[src/rtl/contador_pkg.sv]
// Shared encodings and default sizes for the contador_eventos debug counter.
// Optional feature macro used by the top level: CONTADOR_SNAPSHOT_EN.
package contador_pkg;

   localparam int unsigned ESTADO_W            = 2;
   localparam int unsigned CONTADOR_LENGTH_DEF = 11;
   localparam int unsigned NB_CANALES_DEF      = 4;
   localparam int unsigned NB_SEL_DEF          = 2;

   typedef enum logic [ESTADO_W-1:0] {
      ESTADO_IDLE   = 2'b00,
      ESTADO_RUN    = 2'b01,
      ESTADO_HALTED = 2'b10
   } estado_t;

endpackage

[src/rtl/contador_canal.sv]
// One counter: counts on enable, wraps or saturates at all-ones, sticky overflow flag.
module contador_canal #(
   parameter int unsigned CONTADOR_LENGTH = 11,
   parameter int unsigned SATURAR         = 0
) (
   input  logic                       i_clock,
   input  logic                       i_reset,
   input  logic                       i_clear,
   input  logic                       i_enable,
   output logic [CONTADOR_LENGTH-1:0] o_cuenta,
   output logic                       o_overflow
);

   localparam logic [CONTADOR_LENGTH-1:0] CUENTA_MAX = '1;

   // Count update; reset and clear win over enable so the clearing edge adds nothing.
   always_ff @(posedge i_clock) begin
      if (i_reset || i_clear) begin
         o_cuenta   <= '0;
         o_overflow <= 1'b0;
      end else if (i_enable) begin
         if (o_cuenta == CUENTA_MAX) begin
            o_overflow <= 1'b1;
            if (SATURAR == 0) begin
               o_cuenta <= '0;
            end
         end else begin
            o_cuenta <= o_cuenta + CONTADOR_LENGTH'(1);
         end
      end
   end

endmodule

[src/rtl/contador_eventos.sv]
// Multi-channel cycle/event counter with idle/run/halted run control.
// Optional snapshot bank enabled with macro CONTADOR_SNAPSHOT_EN.
module contador_eventos
   import contador_pkg::*;
#(
   parameter int unsigned CONTADOR_LENGTH = CONTADOR_LENGTH_DEF,
   parameter int unsigned NB_CANALES      = NB_CANALES_DEF,
   parameter int unsigned NB_SEL          = NB_SEL_DEF,
   parameter int unsigned SATURAR         = 0
) (
   input  logic                       i_clock,
   input  logic                       i_reset,
   input  logic                       i_start,
   input  logic                       i_stop,
   input  logic                       i_halt,
   input  logic                       i_clear,
   input  logic [NB_CANALES-1:0]      i_evento,
   input  logic                       i_snapshot,
   input  logic [NB_SEL-1:0]          i_sel,
   output logic [CONTADOR_LENGTH-1:0] o_cuenta,
   output logic [CONTADOR_LENGTH-1:0] o_ciclos,
   output logic [NB_CANALES:0]        o_overflow,
   output logic [ESTADO_W-1:0]        o_estado
);

   estado_t                    estado;
   logic                       run;
   logic [CONTADOR_LENGTH-1:0] cuentas [NB_CANALES];
   logic [CONTADOR_LENGTH-1:0] ciclos;
   logic [NB_CANALES:0]        overflow;
   logic [CONTADOR_LENGTH-1:0] lectura_cuentas [NB_CANALES];
   logic [CONTADOR_LENGTH-1:0] lectura_ciclos;

   assign run = (estado == ESTADO_RUN);

   // Run-control state machine; stop beats halt beats start.
   always_ff @(posedge i_clock) begin
      if (i_reset || i_clear) begin
         estado <= ESTADO_IDLE;
      end else begin
         case (estado)
            ESTADO_IDLE: begin
               if (i_start) estado <= ESTADO_RUN;
            end
            ESTADO_RUN: begin
               if (i_stop)      estado <= ESTADO_IDLE;
               else if (i_halt) estado <= ESTADO_HALTED;
            end
            ESTADO_HALTED: begin
               if (i_stop) estado <= ESTADO_IDLE;
            end
            default: estado <= ESTADO_IDLE;
         endcase
      end
   end

   // Event channels, gated by the registered RUN state.
   for (genvar g = 0; g < NB_CANALES; g++) begin : g_canal
      contador_canal #(
         .CONTADOR_LENGTH (CONTADOR_LENGTH),
         .SATURAR         (SATURAR)
      ) u_canal (
         .i_clock    (i_clock),
         .i_reset    (i_reset),
         .i_clear    (i_clear),
         .i_enable   (run & i_evento[g]),
         .o_cuenta   (cuentas[g]),
         .o_overflow (overflow[g])
      );
   end

   // Free cycle counter, one count per RUN cycle.
   contador_canal #(
      .CONTADOR_LENGTH (CONTADOR_LENGTH),
      .SATURAR         (SATURAR)
   ) u_ciclos (
      .i_clock    (i_clock),
      .i_reset    (i_reset),
      .i_clear    (i_clear),
      .i_enable   (run),
      .o_cuenta   (ciclos),
      .o_overflow (overflow[NB_CANALES])
   );

`ifdef CONTADOR_SNAPSHOT_EN
   logic [CONTADOR_LENGTH-1:0] snap_cuentas [NB_CANALES];
   logic [CONTADOR_LENGTH-1:0] snap_ciclos;

   // Snapshot bank: captures pre-update counter values; clear wins over capture.
   always_ff @(posedge i_clock) begin
      if (i_reset || i_clear) begin
         for (int i = 0; i < int'(NB_CANALES); i++) begin
            snap_cuentas[i] <= '0;
         end
         snap_ciclos <= '0;
      end else if (i_snapshot) begin
         for (int i = 0; i < int'(NB_CANALES); i++) begin
            snap_cuentas[i] <= cuentas[i];
         end
         snap_ciclos <= ciclos;
      end
   end

   assign lectura_cuentas = snap_cuentas;
   assign lectura_ciclos  = snap_ciclos;
`else
   assign lectura_cuentas = cuentas;
   assign lectura_ciclos  = ciclos;
`endif

   // Selected-channel readout, one cycle of latency; out-of-range selects read 0.
   always_ff @(posedge i_clock) begin
      if (i_reset || i_clear) begin
         o_cuenta <= '0;
      end else if (32'(i_sel) < NB_CANALES) begin
         o_cuenta <= lectura_cuentas[i_sel];
      end else begin
         o_cuenta <= '0;
      end
   end

   assign o_ciclos   = lectura_ciclos;
   assign o_overflow = overflow;
   assign o_estado   = estado;

endmodule

[config.mk]
export PLATFORM = sky130hd
export DESIGN_NAME = contador_eventos
export DESIGN_NICKNAME = d
export VERILOG_FILES = /design/src/rtl/contador_pkg.sv /design/src/rtl/contador_canal.sv /design/src/rtl/contador_eventos.sv
export SDC_FILE = /design/constraint.sdc
export NUM_CORES = 1
export LEC_CHECK = 0
export CAP_MARGIN = 15
export CORE_AREA = 2 2 58 114
export CTS_CLUSTER_DIAMETER = 40
export DETAILED_ROUTE_END_ITERATION = 8
export DIE_AREA = 0 0 60 116
export PLACE_DENSITY = 0.93
export SLEW_MARGIN = 30
export SYNTH_ARGS = -nofsm -noshare
export SYNTH_HDL_FRONTEND = slang
export SYNTH_HIERARCHICAL = 1
export SYNTH_SLANG_ARGS = --single-unit
[constraint.sdc]
create_clock -name i_clock -period 2.7 [get_ports i_clock]
set_input_delay 0.675 -clock i_clock [delete_from_list [all_inputs] [get_ports i_clock]]
set_output_delay 0.675 -clock i_clock [all_outputs]
set_load 0.03 [all_outputs]
==> After elaboration in Yosys (flattened, before gate mapping) <==
Cells that the tools add are included.
{ "totals": {"wordCells": 54, "out_inout_bits": 29, "input_bits": 13, "ff_bits": 73} }
{ "classes": {"mux": 13, "reduce_logical": 8, "order_cmp": 1, "n_eq_ne": 10, "n_addsub": 5, "bitwise": 5} }
{ "op_table": {"columns": ["operator", "n"], "rows": [
  ["two-way mux 11 bit", 7],
  ["adder 11 x 1 -> 11 bit (second input constant)", 5],
  ["== test 11 bit (second input constant)", 5],
  ["binary-select mux 11 bit (select 2 bit)", 1],
  ["AND reduction 2 bit", 5],
  ["two-way mux 2 bit", 4],
  ["case mux 2 bit (3 select lines)", 1],
  ["AND 1 bit", 4],
  ["inequality test 2 bit (second input constant)", 2],
  ["greater-or-equal comparator 3 bit (second input constant)", 1],
  ["inequality test 3 bit (second input constant)", 1],
  ["inverter 2 -> 3 bit", 1],
  ["AND reduction 3 bit", 1],
  ["== test 2 x 1 -> 1 bit (second input constant)", 1],
  ["== test 2 bit (second input constant)", 1],
  ["zero test 2 bit", 1],
  ["logical OR 1 bit", 1]
]} }

==> Depth between registers and ports, before layout <==
Gate-level depths: netlist of the first run.
{ "depth": {"depth_word": 4, "ltp_mapped": 6, "depth_no_buf": 5} }

==> By module <==
The synthesis of the first run kept the hierarchy.
{ "by_module_without_submodules": {"columns": ["mod", "area_per_inst_um2", "cells_per_inst", "instances"], "rows": [
  ["contador_canal", 571.8, 59, 5],
  ["contador_eventos", 671.9, 64, 1]
]} }

==> Worst setup path after synthesis of the first run <==
OpenSTA, ideal clock, no wires.
{ "synth_path": {"path_kind": "register to register", "startpoint": "register estado[0] (netlist: o_estado[0])", "endpoint": "register g_canal[2].u_canal.o_cuenta[9]", "t_arrival_ps": 1835, "required_ps": 2626, "stages_incl_launch_ff": 7, "setup_slack_ps": 791, "setup_ps": 74, "cell_sequence": "dfxtp_1 nor2b_1 and2_1 buf_6 nand4_1 or4_1 a31oi_1"} }
{ "synth_between": {"elab_chain_len": 2} }
{ "synth_rtl": {"columns": ["element", "line_no", "rtl"], "rows": [
  ["start: declaration", "contador_eventos.sv:26", "estado_t estado;"],
  ["start signal: assignment", "contador_eventos.sv:39", "estado <= ESTADO_IDLE;"],
  ["start signal: assignment", "contador_eventos.sv:43", "if (i_start) estado <= ESTADO_RUN;"],
  ["start signal: assignment", "contador_eventos.sv:46", "if (i_stop) estado <= ESTADO_IDLE;"],
  ["== test 2 x 1 -> 1 bit", "contador_eventos.sv:34", "assign run = (estado == ESTADO_RUN);"],
  ["net run", "contador_eventos.sv:27", "logic run;"],
  ["AND 1 bit", "contador_eventos.sv:66", ".i_enable (run & i_evento[g]),"],
  ["end signal: assignment", "contador_canal.sv:28", "o_cuenta <= o_cuenta + CONTADOR_LENGTH'(1);"],
  ["end: declaration", "contador_canal.sv:10", "output logic [CONTADOR_LENGTH-1:0] o_cuenta,"]
]} }
The timed path passes the listed nets, and every way through them passes these cells.
A chain may end at the register's enable or synchronous reset.

==> Worst setup path after layout of the first run <==
{ "layout_path": {"startpoint": "register u_ciclos.o_cuenta[3]", "endpoint": "output port o_ciclos[3]"} }
{ "layout_lines": {"columns": ["element", "line_no", "rtl"], "rows": [
  ["start: declaration", "contador_canal.sv:10", null],
  ["start signal: assignment", "contador_canal.sv:28", null],
  ["end: declaration", "contador_eventos.sv:21", "output logic [CONTADOR_LENGTH-1:0] o_ciclos,"]
]} }
No word-level cell between the ends.

==> reports/metrics.cfg, run 1 <==
[final_layout]
antenna_cells = 0
drive_gt1_share_pct = 7.731
multi_input_area_mm2 = 0.001896
finish.utilization_pct = 69.05
area_growth_pct = 18.43
stdcell_count = 485
layout.nets = 417
nFillCells = 418
seqCellArea_mm2 = 0.001461

[pwr]
leakage_nw = 1.412
report.power.total_mw = 2.209
powerDensity_mw_per_mm2 = 528.2
peakVddDrop_mv = 0.4613

[yosys]
netlist_area_mm2 = 0.003531
yosysTopAreaCell = dfxtp_1
ys.warnings.count = 6
synth.distinct_cells = 34
syn_inst = 359
synthTopCellsByArea = dfxtp_1, mux2i_1, xor2_1
synth_fp_nets = 377
synth_top_area_share_pct = 41.39
synth_area_per_cell_um2 = 9.835
synth_seq_cells = 73
yosysSeqAreaShare_pct = 41.39

[clock_tree]
htreeDepth = 3
insertion_delay_ns = 0.33
cts_resized = 0
path_clk_slew_ns = 0.05
hold_buffers = 0
cts-root-buf = clkbuf_16
cts_setup_buffers = 0
clock_sinks = 73
cts_made_buffers = 9
cts_tree = built
cts_max_path_buffers = 2

[floorplan]
dieHeight_um = 116
dieWidth_um = 60
row_count = 40
dieArea_mm2 = 0.006960
core_area_mm2 = 0.006056
io_pins = 42
start_util_pct = 58.31

[drt]
viasPerCell = 6.289
vias = 3050
drt-total-wl_mm = 8.650
drt_iter0_drc = 121
drc = 0
first_pass_iters = 5
wire_per_inst_um = 17.84
antenna_left = 0

[critical_path]
crit_family = buffers and inverters
cp.arrival_ns = 1.56
path_max_fanout = 6
worst-path-buf-inv = 1
required_ns = 2.03
path_cells = clkdlybuf4s50_1
r2r_cells = 5
worst_setup_path_end_kind = output pin
regToRegSetupSlack_ns = 0.48
r2r_end = g_canal[1].u_canal/o_cuenta[9]
crit_type = reg2out
critPathMaxStageDelay_ns = 0.73
cp_slowest_cell = clkdlybuf4s50_1
startpoint_type = flop
rr_startpoint = o_estado[0]

[placement]
port_buffers = 40
dp_hpwl_mm = 6.136
gp_congestion = 0.8855
dpl_worst_slack_ns = 0.2143
dpl.cell_count = 472

[global_routing]
grt_start_max_net_pins = 23
grt_pass1_vias = 2972
grt_pass1_wl_mm = 13.90
grt_util_all_layers_pct = 26.55
antenna_found_initial = 0
overflow = 0

[sta]
setup_viol_count_final = 0
slew_violations = 0
fin_crit_ns = 2.232
hold_viol_final = 0
fmax_mhz = 448.1
fin_ws_ns = 0.4682
tightest_slew_ns = 0.5182
fin_crit_sh_pct = 82.66
slew_headroom_pct = 65.19
tns_ns = 0
clock_skew_ns = 0.006341
rsz0062_at_grt = false

[min_path]
hold_end = g_canal[0].u_canal/o_overflow
hp-class = reg2reg
hp-start = g_canal[0].u_canal/o_overflow
min_path_cells = 1

[flow_run]
max_cap_viol_count = 0

[outcome]
status = finished, final reports clean

kinds of logic after synthesis:
logic type	count (synthesis)	synth area share [%]
XOR/XNOR	20	4.961
flip-flops	73	41.39
adder cells (fa/ha/maj)	5	1.772
multiplexers	27	7.654
buffers and inverters	25	4.926
AO/OA/AOI/OAI	83	14.85
AND/OR/NAND/NOR	126	24.45
final cells by class:
cell class,count,area share [%]
clock buffer,12,5.895
clock inverter,1,0.1197
inverter,10,0.8977
multi-input combinational,261,45.33
sequential,73,34.95
tap,84,2.513
timing repair buffer,44,10.29
through the flow:
step	hold WS, ns	instance area (um^2)
final	0.4716	4182
after global routing	0.4868	4182
after CTS	0.4699	4182
after detailed placement	0.4559	3930
after global placement	0.4512	3930
after floorplan	0.4616	3531
cell usage after synthesis:
master / n
buf_2: 4
or2_2: 5
buf_6: 10
nor3_1: 20
nor4_4: 5
o21a_1: 5
nand3b_1: 1
a31oi_1: 5
nand2b_1: 2
nor2b_1: 1
dfxtp_1: 73
xnor2_1: 5
nand2_1: 15
or3_1: 16
clkbuf_1: 1
o31ai_1: 10
nand4_1: 15
or4_1: 15
a211oi_1: 10
a2111oi_0: 1
nand4_4: 5
ha_1: 5
inv_1: 10
mux2i_1: 27
o211ai_1: 5
or3b_1: 2
nand3_1: 10
a2111oi_2: 1
xor2_1: 15
a21oi_1: 15
o22ai_1: 11
o21ai_0: 20
and2_1: 4
nor2_1: 10
cell usage in the layout, fill, tap and decap left out, drive strengths merged, types with 4 or more instances in the layout:
master	netlist	final
clkbuf	1	12
nor3	20	20
o21ai	20	20
xor2	15	15
a31oi	5	5
ha	5	5
mux2i	27	27
or2	5	5
dfxtp	73	73
or3	16	16
clkdlybuf4s50	0	40
o21a	5	5
nand3	10	10
inv	10	10
nor4	5	5
nor2	10	10
and2	4	4
buf	14	4
nand4	20	20
xnor2	5	5
a211oi	10	10
nand2	15	15
or4	15	15
o22ai	11	11
o31ai	10	10
a21oi	15	15
o211ai	5	5
state kept, by name (all words and copies together) (netlist names):
| name | count |
|---|---|
| g_canal.u_canal/o_cuenta | 44 |
| g_canal.u_canal/o_overflow | 4 |
| o_cuenta | 11 |
| o_estado | 2 |
| u_ciclos/o_cuenta | 11 |
| u_ciclos/o_overflow | 1 |
layer usage:
| layer | GRT usage [%] | wire length (um) |
|---|---|---|
| met1 | 28.85 | 3218 |
| met2 | 44.42 | 4602 |
| met3 | 4.911 | 401 |
| met4 | 18.81 | 427 |
| met5 | 0 | 0 |
worst max-delay path by stage:
| stage | start | to | slack [ns] | cells past startpoint |
|---|---|---|---|---|
| floorplan | o_estado[0] | g_canal[2].u_canal/o_cuenta[9] | 0.79 | 6 |
| global placement | i_evento[0] | g_canal[0].u_canal/o_cuenta[9] | 0.31 | 5 |
| detailed placement | i_evento[0] | g_canal[0].u_canal/o_cuenta[9] | 0.21 | 5 |
| CTS | u_ciclos/o_cuenta[3] | o_ciclos[3] | 0.45 | 1 |
| global route | o_estado[0] | g_canal[0].u_canal/o_cuenta[7] | 0.29 | 5 |
| finish | u_ciclos/o_cuenta[3] | o_ciclos[3] | 0.47 | 1 |
power by group:
part	switching (mW)	internal, mW
Clock	0.410	0.629
Sequential	0.00284	1.08
Combinational	0.0484	0.0380
Total	0.461	1.75
Power figures use the tool's default switching activity.
==> run 2, diff against run 1 <==
CORE_AREA = 2 2 60 118   (was 2 2 58 114)
DIE_AREA = 0 0 62 120   (was 0 0 60 116)
PLACE_DENSITY = 0.88   (was 0.93)
clock period = 2.1 ns   (was 2.7 ns; I/O delays follow)
==> run 2 against run 1 <==
  * Worst hold slack got worse by 0.0014 ns
  * Sequential power grew 29%
  * Highest routed layer unchanged
  * Total power increased by 29%
  * Routed wire length is 2.4% higher
  * Critical path type unchanged
  * Critical endpoint is now o_ciclos[2]
  * Critical path depth unchanged
  * Register-to-register slack got worse by 0.39 ns
  * Combinational power grew 42%
  * Clock skew fell by 0.0023 ns
  * Cell count rose by 5.6%
  * Sequential share of layout area shrank 1.6 points
  * Cell area rose by 4.7%
  * Flip-flop and latch count is the same
==> reports/metrics.cfg, run 2 (synthesis gave the netlist of run 1 again) <==
[outcome]
status = finished, final reports clean

[clock_tree]
cts_setup_buffers = 0
hold_buffers = 0
cts_made_buffers = 9
cts_tree = built
htreeDepth = 3
cts_max_path_buffers = 2
cts_resized = 0
cts-root-buf = clkbuf_16
path_clk_slew_ns = 0.05
clock_sinks = 73
insertion_delay_ns = 0.34

[final_layout]
multi_input_area_mm2 = 0.001903
drive_gt1_share_pct = 13.21
final_common_cell = dfxtp_1
top_regs = g_canal.u_canal/o_cuenta x44, o_cuenta x11, u_ciclos/o_cuenta x11
final_area_mm2 = 0.004379
area_growth_pct = 24.03
final_cell_mix = dfxtp_1, clkdlybuf4s50_1, mux2i_1, buf_4
regMostFlops = g_canal.u_canal/o_cuenta
seqCellArea_mm2 = 0.001461
layout.nets = 440
nFillCells = 522
antenna_cells = 0
finish.utilization_pct = 66.67
largest_reg_flops = 44
stdcell_count = 512

[critical_path]
cp_slowest_cell = clkdlybuf4s50_1
path_cells = clkdlybuf4s50_1
cp.arrival_ns = 1.52
startpoint_type = flop
worst-path-buf-inv = 1
crit_type = reg2out
required_ns = 1.57
worst_setup_path_end_kind = output pin
path_max_fanout = 6
crit_family = buffers and inverters
critPathMaxStageDelay_ns = 0.73

[floorplan]
dieArea_mm2 = 0.007440
core_area_mm2 = 0.006569
start_util_pct = 53.75
row_count = 42
io_pins = 42
dieHeight_um = 120
dieWidth_um = 62

[drt]
drt-total-wl_mm = 8.859
wire_per_inst_um = 17.30
drc = 0
viasPerCell = 6.117
antenna_left = 0
first_pass_iters = 5
vias = 3132
drt_iter0_drc = 232

[sta]
setup_viol_count_final = 0
tns_ns = 0
fin_crit_sh_pct = 97.34
fmax_mhz = 489.2
tightest_slew_ns = 0.4635
rsz0062_at_grt = false
hold_viol_final = 0
clock_skew_ns = 0.004021
slew_violations = 0
slew_headroom_pct = 68.87
fin_crit_ns = 2.044
fin_ws_ns = 0.05584
hold_ws_ns = 0.4701

[pwr]
p_sw_share_pct = 20.83
leakage_nw = 1.529
p_int_mw = 2.258
seq_power_share_pct = 48.8
report.power.total_mw = 2.852
power_frac_clock_pct = 46.8
combPwrFrac_pct = 4.3
power.switching_mw = 0.5942
powerDensity_mw_per_mm2 = 651.2
peakVddDrop_mv = 0.4076

[global_routing]
overflow = 0
use_met2_pct = 47.01
antenna_found_initial = 0
grt_start_max_net_pins = 23
grt-busiest-layer = met2
grt_use_met3_pct = 7.004
use_met1_pct = 27.37
grt_pass1_vias = 3186
grt_util_all_layers_pct = 27.00
grt_pass1_wl_mm = 15.00

[placement]
dp_hpwl_mm = 6.458
post_dp_cell_area_mm2 = 0.004120
gp_congestion = 0.8634
dpl.cell_count = 499
port_buffers = 40
dpl_worst_slack_ns = -0.06625

[min_path]
hp-class = reg2reg

[flow_run]
max_cap_viol_count = 0

-- run 2: cell types whose count changed in the layout (fill, tap and decap cells not counted), sizes merged --
cell,change
buf,+23
-- run 2: layer usage --
metal	wire length (um)	share of wire [%]	vias up
li1	-	-	1488
met5	0	0	-
met4	363	4.1	0
met2	5009	57	96
met1	3077	35	1521
met3	409	4.6	27
-- run 2: layout make-up --
cell class              count  share of cell area [%]
inverters                  10                  0.8571
clock buffers              12                   5.629
well taps                  88                   2.514
flip-flops and latches     73                   33.37
multi-input cells         261                   43.46
repair buffers             67                   14.06
clock inverters             1                  0.1143
-- run 2: final timing paths --
path                                                     from                        endpoint  slack [ns]  cells past startpoint
worst min register to register  g_canal[3].u_canal/o_overflow   g_canal[3].u_canal/o_overflow        0.47                      1
worst max register to register                    o_estado[0]  g_canal[1].u_canal/o_cuenta[8]        0.09                      6
worst max-delay path                     u_ciclos/o_cuenta[2]                     o_ciclos[2]        0.06                      1
worst min-delay path            g_canal[3].u_canal/o_overflow   g_canal[3].u_canal/o_overflow        0.47                      1
-- run 2: power groups by stage --
stage          Clock, mW  Combinational (mW)  Sequential [mW]
3_5_place_dp           0               0.121             1.42
3_3_place_gp           0               0.118             1.42
6_report            1.34               0.123             1.39
2_1_floorplan          0              0.0751             1.42
5_1_grt             1.41               0.132             1.39
4_1_cts             1.35               0.122             1.39
==> run 3, diff against run 2 <==
HOLD_SLACK_MARGIN = 0.02   (was unset)
==> results of run 3 <==
No change in the layout: final DEF, timing and power equal those of run 2.
